File: config.mk
export PLATFORM = sky130hd
export DESIGN_NAME = uart_rx_fifo
export DESIGN_NICKNAME = d
export VERILOG_FILES = /design/src/rtl/uart_pkg.sv /design/src/rtl/uart_fifo_mem.sv /design/src/rtl/uart_rx_fifo.sv
export SDC_FILE = /design/constraint.sdc
export NUM_CORES = 1
export LEC_CHECK = 0
export BUFFER_PORTS_ARGS = -buffer_cell sky130_fd_sc_hd__buf_2
export CAP_MARGIN = 20
export CORE_MARGIN = 2
export CORE_UTILIZATION = 31
export CTS_CLUSTER_SIZE = 28
export DETAILED_ROUTE_END_ITERATION = 10
export SKIP_LAST_GASP = 1
export SLEW_MARGIN = 25
export SYNTH_ARGS = -nofsm -noshare
export SYNTH_HDL_FRONTEND = slang
export SYNTH_SLANG_ARGS = --single-unit
File: constraint.sdc
create_clock -name i_Clock -period 8.1 [get_ports i_Clock]
set_clock_uncertainty 0.15 [all_clocks]
set_input_delay 1.62 -clock i_Clock [delete_from_list [all_inputs] [get_ports i_Clock]]
set_output_delay 1.62 -clock i_Clock [all_outputs]
set_load 0.01 [all_outputs]
File: src/rtl/uart_pkg.sv
// Shared UART constants: data width, default RX FIFO sizing and the occupancy
// width helper also used by the peripheral register file.
package uart_pkg;

   localparam int UART_DATA_W          = 8;
   localparam int UART_RX_FIFO_DEPTH   = 16;
   localparam int UART_RX_FIFO_THRESH  = 8;

   // Occupancy counters need one extra bit so that "full" (== depth) is representable.
   function automatic int uart_occ_width(input int depth);
      return $clog2(depth) + 1;
   endfunction

endpackage

File: src/rtl/uart_fifo_mem.sv
// DEPTH x DATA_W storage for the RX FIFO: synchronous write, asynchronous read, no reset.
module uart_fifo_mem
   import uart_pkg::*;
#(
   parameter int DEPTH  = UART_RX_FIFO_DEPTH,
   parameter int ADDR_W = $clog2(DEPTH),
   parameter int DATA_W = UART_DATA_W
) (
   input  logic              i_Clock,
   input  logic              i_Wr_En,
   input  logic [ADDR_W-1:0] i_Wr_Addr,
   input  logic [DATA_W-1:0] i_Wr_Data,
   input  logic [ADDR_W-1:0] i_Rd_Addr,
   output logic [DATA_W-1:0] o_Rd_Data
);

   logic [DATA_W-1:0] mem [DEPTH];

   always_ff @(posedge i_Clock) begin
      if (i_Wr_En) begin
         mem[i_Wr_Addr] <= i_Wr_Data;
      end
   end

   assign o_Rd_Data = mem[i_Rd_Addr];

endmodule

File: src/rtl/uart_rx_fifo.sv
// First-word-fall-through receive FIFO behind the UART receiver, with sticky overflow.
// Define UART_RX_FIFO_IRQ_EN to build the occupancy-threshold interrupt (o_Irq).
module uart_rx_fifo
   import uart_pkg::*;
#(
   parameter int DEPTH  = UART_RX_FIFO_DEPTH,
   parameter int ADDR_W = $clog2(DEPTH),
   parameter int THRESH = UART_RX_FIFO_THRESH
) (
   input  logic                   i_Clock,
   input  logic                   i_Rst_n,
   input  logic                   i_RX_DV,
   input  logic [UART_DATA_W-1:0] i_RX_Byte,
   input  logic                   i_Rd_En,
   output logic [UART_DATA_W-1:0] o_Rd_Data,
   output logic                   o_Empty,
   output logic                   o_Full,
   output logic [ADDR_W:0]        o_Count,
   output logic                   o_Overflow,
   input  logic                   i_Clr_Ovf,
   output logic                   o_Irq
);

   localparam int CNT_W = uart_occ_width(DEPTH);

   generate
      if (DEPTH < 2 || (DEPTH & (DEPTH - 1)) != 0) begin : g_depth_chk
         $error("uart_rx_fifo: DEPTH must be a power of two and at least 2");
      end
      if (ADDR_W != $clog2(DEPTH) || CNT_W != ADDR_W + 1) begin : g_addr_chk
         $error("uart_rx_fifo: ADDR_W is derived from DEPTH and must not be overridden");
      end
   endgenerate

   logic [ADDR_W-1:0]      wr_ptr;
   logic [ADDR_W-1:0]      rd_ptr;
   logic [CNT_W-1:0]       count;
   logic                   overflow;
   logic                   empty;
   logic                   full;
   logic                   push;
   logic                   pop;
   logic                   drop;
   logic [UART_DATA_W-1:0] mem_rd_data;

   assign empty = (count == '0);
   assign full  = (count == CNT_W'(DEPTH));

   // A pop frees a slot in the same edge, so a full FIFO still accepts a byte alongside a pop.
   assign push = i_RX_DV & (~full | i_Rd_En);
   assign pop  = i_Rd_En & ~empty;
   assign drop = i_RX_DV & full & ~i_Rd_En;

   always_ff @(posedge i_Clock) begin
      if (!i_Rst_n) begin
         wr_ptr   <= '0;
         rd_ptr   <= '0;
         count    <= '0;
         overflow <= 1'b0;
      end else begin
         if (push) begin
            wr_ptr <= wr_ptr + ADDR_W'(1);
         end
         if (pop) begin
            rd_ptr <= rd_ptr + ADDR_W'(1);
         end
         if (push && !pop) begin
            count <= count + CNT_W'(1);
         end else if (pop && !push) begin
            count <= count - CNT_W'(1);
         end
         if (drop) begin
            overflow <= 1'b1;
         end else if (i_Clr_Ovf) begin
            overflow <= 1'b0;
         end
      end
   end

   uart_fifo_mem #(
      .DEPTH  (DEPTH),
      .ADDR_W (ADDR_W),
      .DATA_W (UART_DATA_W)
   ) u_mem (
      .i_Clock   (i_Clock),
      .i_Wr_En   (push & i_Rst_n),
      .i_Wr_Addr (wr_ptr),
      .i_Wr_Data (i_RX_Byte),
      .i_Rd_Addr (rd_ptr),
      .o_Rd_Data (mem_rd_data)
   );

   assign o_Rd_Data  = empty ? '0 : mem_rd_data;
   assign o_Empty    = empty;
   assign o_Full     = full;
   assign o_Count    = count;
   assign o_Overflow = overflow;

`ifdef UART_RX_FIFO_IRQ_EN
   generate
      if (THRESH < 1 || THRESH > DEPTH) begin : g_thresh_chk
         $error("uart_rx_fifo: THRESH must lie in 1..DEPTH");
      end
   endgenerate

   logic irq_q;

   // Registered from the count register, so the interrupt trails occupancy by one edge.
   always_ff @(posedge i_Clock) begin
      if (!i_Rst_n) begin
         irq_q <= 1'b0;
      end else begin
         irq_q <= (count >= CNT_W'(THRESH));
      end
   end

   assign o_Irq = irq_q;
`else
   generate
      if (THRESH < 0) begin : g_thresh_sign_chk
         $error("uart_rx_fifo: THRESH must be non-negative");
      end
   endgenerate

   assign o_Irq = 1'b0;
`endif

endmodule

After elaboration in Yosys (flattened, before gate mapping)
Memory sizes are Yosys's and may differ from the RTL's. A register that Yosys moved wholly into a read port is not among the register bits.
Index checks and enable logic that the tools add are counted.
- flip-flop bits (word level): 14
- RAM bits: 128
- input bits: 13
- memories: 1
- memory list (name ; words ; bits a word ; read ports ; clocked after Yosys merged registers in ; wr ports ; RTL line ; RTL):
    u_mem.mem ; 16 ; 8 ; 1 ; 1 ; 1 ; uart_fifo_mem.sv:17 ; logic [DATA_W-1:0] mem [DEPTH];
- $add $sub $neg: 4
- equal/unequal tests: 1
- muxes and demuxes: 9
- bitwise operators: 9
- reduce and logical (&&, ||, !) cells: 7
- operator list (kind ; number):
    $mux 5 ; 2
    $add 4x1->4 const B ; 2
    $mux 4 ; 2
    $mux 8 ; 1
    $add 5x1->5 const B ; 1
    $and 1x1->1 ; 5
    $eq 5x5->1 const B ; 1
    $logic_not 5->1 ; 1
    $sub 5x1->5 const B ; 1
    $mux 1 ; 4
    $reduce_bool 2->1 ; 2
    $not 1->1 ; 3
    $logic_and 1x1->1 ; 2
    $logic_not 1->1 ; 2
    $or 1x1->1 ; 1

Logic depth before layout (Yosys ltp)
Gate-level depths: netlist (run 1).
- depth in word-level cells: 8
- depth in mapped cells: 11
- depth with buffers taken out: 9

Modules after synthesis
A second synthesis (run 1) with hierarchy kept.
- cells, all modules: 312
- area total of the unflattened synthesis: 5833.1 um^2
- modules (own cells, without submodules) (module ; times used ; cells each ; area an instance (um^2) ; sequential area each (um^2)):
    uart_fifo_mem ; 1 ; 221 ; 4987.3 ; 3843.7
    uart_rx_fifo ; 1 ; 91 ; 845.8 ; 280.3

Worst setup path after synthesis (run 1)
Ideal clock, no wire load.
- path kind: input to register
- from: in i_Rd_En
- to: reg count[3] (netlist: o_Count[3])
- library setup time: 0.062 ns
- arrival: 3.323 ns
- required time: 7.888 ns
- path slack: 4.565 ns
- stages on the path: 7
- path through: o31a_1 buf_2 ha_1 inv_1 ha_1 or4b_2 nand3_1
- cells in the longest elaborated chain, start to end: 5
- elaborated cells on any way between the ends: 9
- RTL lines (item ; RTL line ; RTL):
    from (decl) ; uart_rx_fifo.sv:14 ; input logic i_Rd_En,
    $or 1x1->1 (*) ; uart_rx_fifo.sv:50 ; assign push = i_RX_DV & (~full | i_Rd_En);
    $and 1x1->1 (*) ; uart_rx_fifo.sv:50 ;
    via push ; uart_rx_fifo.sv:41 ; logic push;
    $logic_not 1->1 ; uart_rx_fifo.sv:69 ; end else if (pop && !push) begin
    $logic_and 1x1->1 ; uart_rx_fifo.sv:69 ;
    $reduce_bool 2->1 (no source line) ; n/a ;
    to (signal assigned) ; uart_rx_fifo.sv:68 ; count <= count + CNT_W'(1);
    to (signal assigned) ; uart_rx_fifo.sv:70 ; count <= count - CNT_W'(1);
    to (decl) ; uart_rx_fifo.sv:37 ; logic [CNT_W-1:0] count;
The timed path passes the listed nets; every way through them passes the cells marked *.
A chain may end at the register's enable or synchronous reset.

Final worst setup path (run 1)
- from: reg count[0] (netlist: o_Count[0])
- to: out o_Rd_Data[0]
- cells in the longest elaborated chain, start to end: 2
- RTL lines (item ; RTL line ; RTL):
    $logic_not 5->1 ; uart_rx_fifo.sv:46 ; assign empty = (count == '0);
    $mux 8 ; uart_rx_fifo.sv:93 ; assign o_Rd_Data = empty ? '0 : mem_rd_data;
    to (decl) ; uart_rx_fifo.sv:15 ; output logic [UART_DATA_W-1:0] o_Rd_Data,
No other way between the ends.

==> impl_metrics.csv, run 1 <==
group,metric,value,unit
synthesis,ys_seq_area_share,71.17,%
power,power.total,2.055,mW
sta,hold_viol_final,0,
clocking,tritoncts,"done",
power,power.leakage,2.166,nW
sta,slew_viol_final,0,
cells_and_area,layout.area.seq,4208,um2
sta,min_period,4.301,ns
global_routing,grtUsageTotal,11.98,%
synthesis,synth_seq_cells,146,
die,start_util,31.58,%
synthesis,syn_area_per_cell,18.40,um2
worst_setup_path,cp.required,6.33,ns
sta,fin_hold_ws,0.3344,ns
die,dieWidth,142.0,um
die,die_h,142.0,um
cells_and_area,fillers,1741,
sta,max_freq,0.2325,GHz
drt,detail_route.wl_per_cell,18.79,um
run,max_cap_viol_count,0,
die,die-area,20180,um2
drt,final_antenna_net_count,0,
placement,dp_slack,3.963,ns
sta,maxSlewHeadroom,34.60,%
cells_and_area,area_delta_synth_final,15.61,%
drt,drc,0,
die,row_count,50,
drt,finalWirelength,11240,um
clocking,cts_sinks,146,
synthesis,synth.largest_area_cell,"edfxtp_1",
global_routing,antenna_found_initial,2,
placement,numPortBuffers,28,
synthesis,synth_warnings,0,
worst_setup_path,path_max_fanout,9,
placement,placed_area,6260,um2
worst_hold_path,hold_path.class,"flip-flop to flip-flop",
cells_and_area,layout.cells.non_filler,598,
cells_and_area,drive_gt1_share,26.37,%
global_routing,grt_max_degree,33,
drt,drtIter0Drc,178,
clocking,ctsLongestPathBuffers,2,
drt,vias_per_cell,4.890,
synthesis,synth_top_area_share,65.07,%
clocking,ctsResizeCount,0,
worst_setup_path,arrival,2.53,ns
clocking,cts-hold-fix-buffers,0,
placement,gp_congestion,0.7262,
clocking,cts_root_buf,"clkbuf_16",
synthesis,syn-num-nets,344,
worst_setup_path,crit_type,"flip-flop to primary output",
cells_and_area,postLayoutCellArea,6829,um2
cells_and_area,final_util,36.51,%
sta,fin_crit_sh,53.09,%
clocking,cts_inserted_buffers,17,
synthesis,synthesis.instances,321,
global_routing,grt.overflow.total,0,
synthesis,syn_area,5907,um2
die,core,18710,um2
power,peakVddDrop,162.1,uV
global_routing,grt_pass1_wl,17340,um
clocking,post_cts_buffers,0,
clocking,cts.htree.levels,4,
clocking,clk_latency,0.42,ns
global_routing,grt_pass1_vias,2987,
worst_setup_path,startpoint_type,"flip-flop",
synthesis,yosysUniqueCellTypes,39,
worst_setup_path,r2r_setup_slack,5.11,ns
cells_and_area,layout.nets,374,
worst_setup_path,cp-end-kind,"primary output",
clocking,cts.reportedPaths.clkPinSlew,0.06,ns
cells_and_area,antenna-diode-count,0,
placement,hpwl,6971,um
sta,tns,0,ns
sta,setup_violations,0,
power,power-per-cell-area,300.9,nW/um2
placement,place_inst,566,
sta,worstMarginPinSlew,0.9774,ns
cells_and_area,multi_input_area,1592,um2
drt,routed-via-count,2924,
outcome,run_status,"finished clean",
sta,finalWorstSetupSlack,3.799,ns
sta,rsz0062_at_grt,"false",
drt,dr.pass1.iters,4,
die,io_pins,30,
synthesis,synthTopCellsByArea,"edfxtp_1 65%, mux4_2 12%, dfxtp_1 6.1%, a211oi_1 2.2%, mux2i_1 2.0%",
==> worst paths after layout <==
kind / end / depth (start not counted) / startpoint
setup / recovery: o_Rd_Data[0] / 4 / o_Count[0]
setup reg to reg: o_Count[3] / 9 / o_Count[0]
hold / removal: o_Overflow / 2 / o_Overflow
hold reg to reg: o_Overflow / 2 / o_Overflow
==> cell type report <==
| class | instances | share of cell area [%] |
|---|---|---|
| clock buffers | 19 | 6.339 |
| clock inverters | 13 | 1.960 |
| inverters | 4 | 0.2199 |
| multi-input cells | 152 | 23.31 |
| flip-flops and latches | 146 | 61.62 |
| well taps | 234 | 4.287 |
| repair buffers | 30 | 2.272 |
==> worst max-delay path, cell delays in order, from the launching register on <==
cell	delay, ns
dfxtp_1	0.37
or4_4	0.62
nor2_1	0.71
a211oi_1	0.20
buf_2	0.21
==> flip-flops by register name, indices dropped and copies added, names as in the netlist, named ones only <==
signal and cells:
u_mem.mem 128, o_Count 5, rd_ptr 4, wr_ptr 4, o_Overflow 1
==> kinds of logic (layout without fill, tap and decap cells) <==
logic type      Yosys count  after routing  synth area share (%)
fa+ha+maj                10             10                 2.245
compound gates           30             30                 4.110
buf+inv                  23             66                 1.885
xor+xnor                  6              6                0.8896
simple gates             61             61                 5.401
mux                      44             44                 14.23
flops                   146            146                 71.17
other cells               1              1               0.06348
==> cell usage after synthesis <==
master,count
buf_4,2
buf_2,7
mux4_2,32
o21ai_4,1
nand4b_1,1
nor3_1,1
or4_4,1
a21o_1,1
dfxtp_1,18
a21boi_0,1
ha_1,9
or2_2,2
nor2b_1,10
o311ai_4,1
buf_1,2
nand3_1,6
nand3b_1,2
fa_1,1
nand2b_1,2
buf_6,1
mux2i_1,12
o211ai_1,1
xnor2_1,6
nand4_1,1
nor2_1,19
o31a_1,1
and2_1,7
a21oi_1,2
clkbuf_2,1
o21ai_0,2
nand2_1,8
o21a_1,2
inv_1,4
a31oi_1,1
a211oi_1,17
or4b_2,1
edfxtp_1,128
conb_1,1
clkbuf_1,6
==> report_power, final <==
| part | switching [mW] | internal [mW] | leakage [nW] |
|---|---|---|---|
| clock network | 0.296 | 0.452 | 0.267 |
| logic | 0.215 | 0.200 | 0.598 |
| registers | 0.0452 | 0.846 | 1.30 |
==> cells in the final DEF (no fill, tap or decap), types with 7 or more instances in the layout <==
cell type and count:
a211oi_1 17, and2_1 7, buf_2 28, clkbuf_16 17, dfxtp_1 17, edfxtp_1 128
ha_1 9, mux2i_1 12, mux4_2 32, nand2_1 8, nor2_1 19, nor2b_1 10
==> per-layer routing <==
| layer | global-route usage [%] | wire length [um] |
|---|---|---|
| met1 | 15.11 | 5117 |
| met5 | 0 | 27 |
| met3 | 4.004 | 481 |
| met2 | 19.32 | 5465 |
| met4 | 4.316 | 146 |
Power figures use the tool's default switching activity.
==> run 2, diff against run 1 <==
==> constraint.sdc (replaced) <==
create_clock -name i_Clock -period 4.36 [get_ports i_Clock]
set_clock_uncertainty 0.15 [all_clocks]
set_input_delay 0.872 -clock i_Clock [delete_from_list [all_inputs] [get_ports i_Clock]]
set_output_delay 0.872 -clock i_Clock [all_outputs]
set_load 0.01 [all_outputs]
==> impl_metrics.csv, run 2 (same netlist as run 1, synthesis figures left out) <==
group,metric,value,unit
outcome,run_status,"finished clean",
cells_and_area,layout.nets,376,
drt,final_antenna_net_count,0,
clocking,cts-hold-fix-buffers,0,
worst_hold_path,min_path_cells,2,
global_routing,grt_pass1_wl,17420,um
cells_and_area,final_cell_mix,"128 x edfxtp_1, 32 x mux4_2, 28 x buf_2, 19 x nor2_1",
die,core,18710,um2
global_routing,antenna_found_initial,1,
worst_setup_path,timing.rr.start,"o_Count[0]",
power,power.leakage,2.189,nW
clocking,cts_root_buf,"clkbuf_16",
worst_setup_path,r2r_setup_slack,1.38,ns
worst_hold_path,hold_path.class,"flip-flop to flip-flop",
power,peakVddDrop,260.8,uV
sta,rsz0062_at_grt,"false",
clocking,cts.htree.levels,4,
sta,maxSlewHeadroom,31.42,%
worst_setup_path,startpoint_type,"flip-flop",
sta,max_freq,0.2776,GHz
sta,worstMarginPinSlew,1.025,ns
die,die-area,20180,um2
drt,drc,0,
die,start_util,31.58,%
cells_and_area,antenna-diode-count,0,
placement,numPortBuffers,28,
die,dieWidth,142.0,um
sta,slew_viol_final,0,
cells_and_area,final_common_cell,"edfxtp_1",
global_routing,grt_pass1_vias,3020,
worst_setup_path,cp-end-kind,"primary output",
cells_and_area,top_register,"u_mem.mem",
cells_and_area,largest_register_ffs,128,
cells_and_area,fillers,1694,
cells_and_area,drive_gt1_share,26.78,%
sta,finalWorstSetupSlack,0.7571,ns
cells_and_area,final_util,36.62,%
die,row_count,50,
worst_setup_path,worstRegToRegCells,9,
drt,drtIter0Drc,265,
placement,gp_congestion,0.7086,
cells_and_area,area_delta_synth_final,15.95,%
sta,hold_viol_final,0,
global_routing,grtUsageTotal,11.93,%
clocking,cts_sinks,146,
cells_and_area,multi_input_area,1592,um2
worst_setup_path,path_max_fanout,21,
sta,fin_hold_ws,0.3246,ns
power,power.total,3.841,mW
clocking,cts.reportedPaths.clkPinSlew,0.06,ns
sta,min_period,3.603,ns
sta,tns,0,ns
placement,hpwl,7356,um
cells_and_area,layout.area.seq,4205,um2
placement,dp_slack,1.098,ns
die,io_pins,30,
clocking,post_cts_buffers,0,
clocking,tritoncts,"done",
global_routing,grt_max_degree,23,
drt,dr.pass1.iters,4,
sta,fin_crit_sh,82.63,%
clocking,ctsResizeCount,0,
power,power-per-cell-area,560.8,nW/um2
drt,vias_per_cell,4.837,
worst_setup_path,arrival,2.58,ns
worst_hold_path,whs_endpoint,"o_Overflow",
drt,finalWirelength,11260,um
worst_hold_path,hp-start,"o_Overflow",
clocking,ctsLongestPathBuffers,2,
global_routing,grt.overflow.total,0,
run,max_cap_viol_count,0,
clocking,cts_inserted_buffers,17,
worst_setup_path,cp.required,3.34,ns
clocking,clk_latency,0.41,ns
drt,detail_route.wl_per_cell,18.77,um
sta,setup_violations,0,
worst_setup_path,crit_type,"flip-flop to primary output",
drt,routed-via-count,2902,
die,die_h,142.0,um
worst_setup_path,r2r_end,"o_Count[3]",
[run 2: cell types whose count changed in the layout (fill, tap and decap cells not counted)]
cell	delta
clkbuf_1	-1
clkinv_1	+1
clkinv_2	+4
clkinvlp_4	-1
dfxtp_2	+1
dfxtp_4	-1
clkinv_4	-1
bufinv_16	+1
buf_4	+2
inv_6	-3
[run 2: through the flow]
stage,instance area [um2],instances
after detailed placement,6275,568
after floorplan,5907,321
after CTS,6849,600
after global placement,6275,568
final,6849,600
after global routing,6849,600
[run 2: worst max-delay path by stage]
stage	endpoint	slack (ns)	startpoint	cells after the start
after global routing	o_Rd_Data[5]	0.56	flip-flop	5
after floorplan	o_Count[3]	1.41	o_Count[0]	9
after detailed placement	o_Rd_Data[3]	1.10	flip-flop	5
after CTS	o_Rd_Data[3]	0.66	flip-flop	5
after global placement	o_Rd_Data[3]	1.16	flip-flop	5
final	o_Rd_Data[3]	0.76	flip-flop	5
[run 2: final cells by class]
type / count / share of cell area (%)
tap: 234 / 4.275
clock inverter: 14 / 2.119
sequential: 146 / 61.40
timing repair buffer: 32 / 2.484
multi-input combinational: 152 / 23.24
clock buffer: 18 / 6.266
inverter: 4 / 0.2192
[run 2: power by group]
part / internal [mW] / switching (mW) / total, mW
Sequential: 1.57 / 0.0668 / 1.64
Clock: 0.885 / 0.521 / 1.41
Combinational: 0.381 / 0.416 / 0.797
[run 2: worst max-delay path: stages (launching register included)]
cell and delay, ns:
dfxtp_2 0.76, buf_4 0.35, mux4_2 0.52, a211oi_1 0.27
a211oi_1 0.08, buf_2 0.18
[run 2: per-layer routing]
layer  wire [um]  global-route usage [%]  share of wire, %
met4         135                   4.263               1.2
met5          11                       0             0.098
met3         590                   3.432               5.2
met2        5398                   18.92                48
met1        5124                   15.71                46
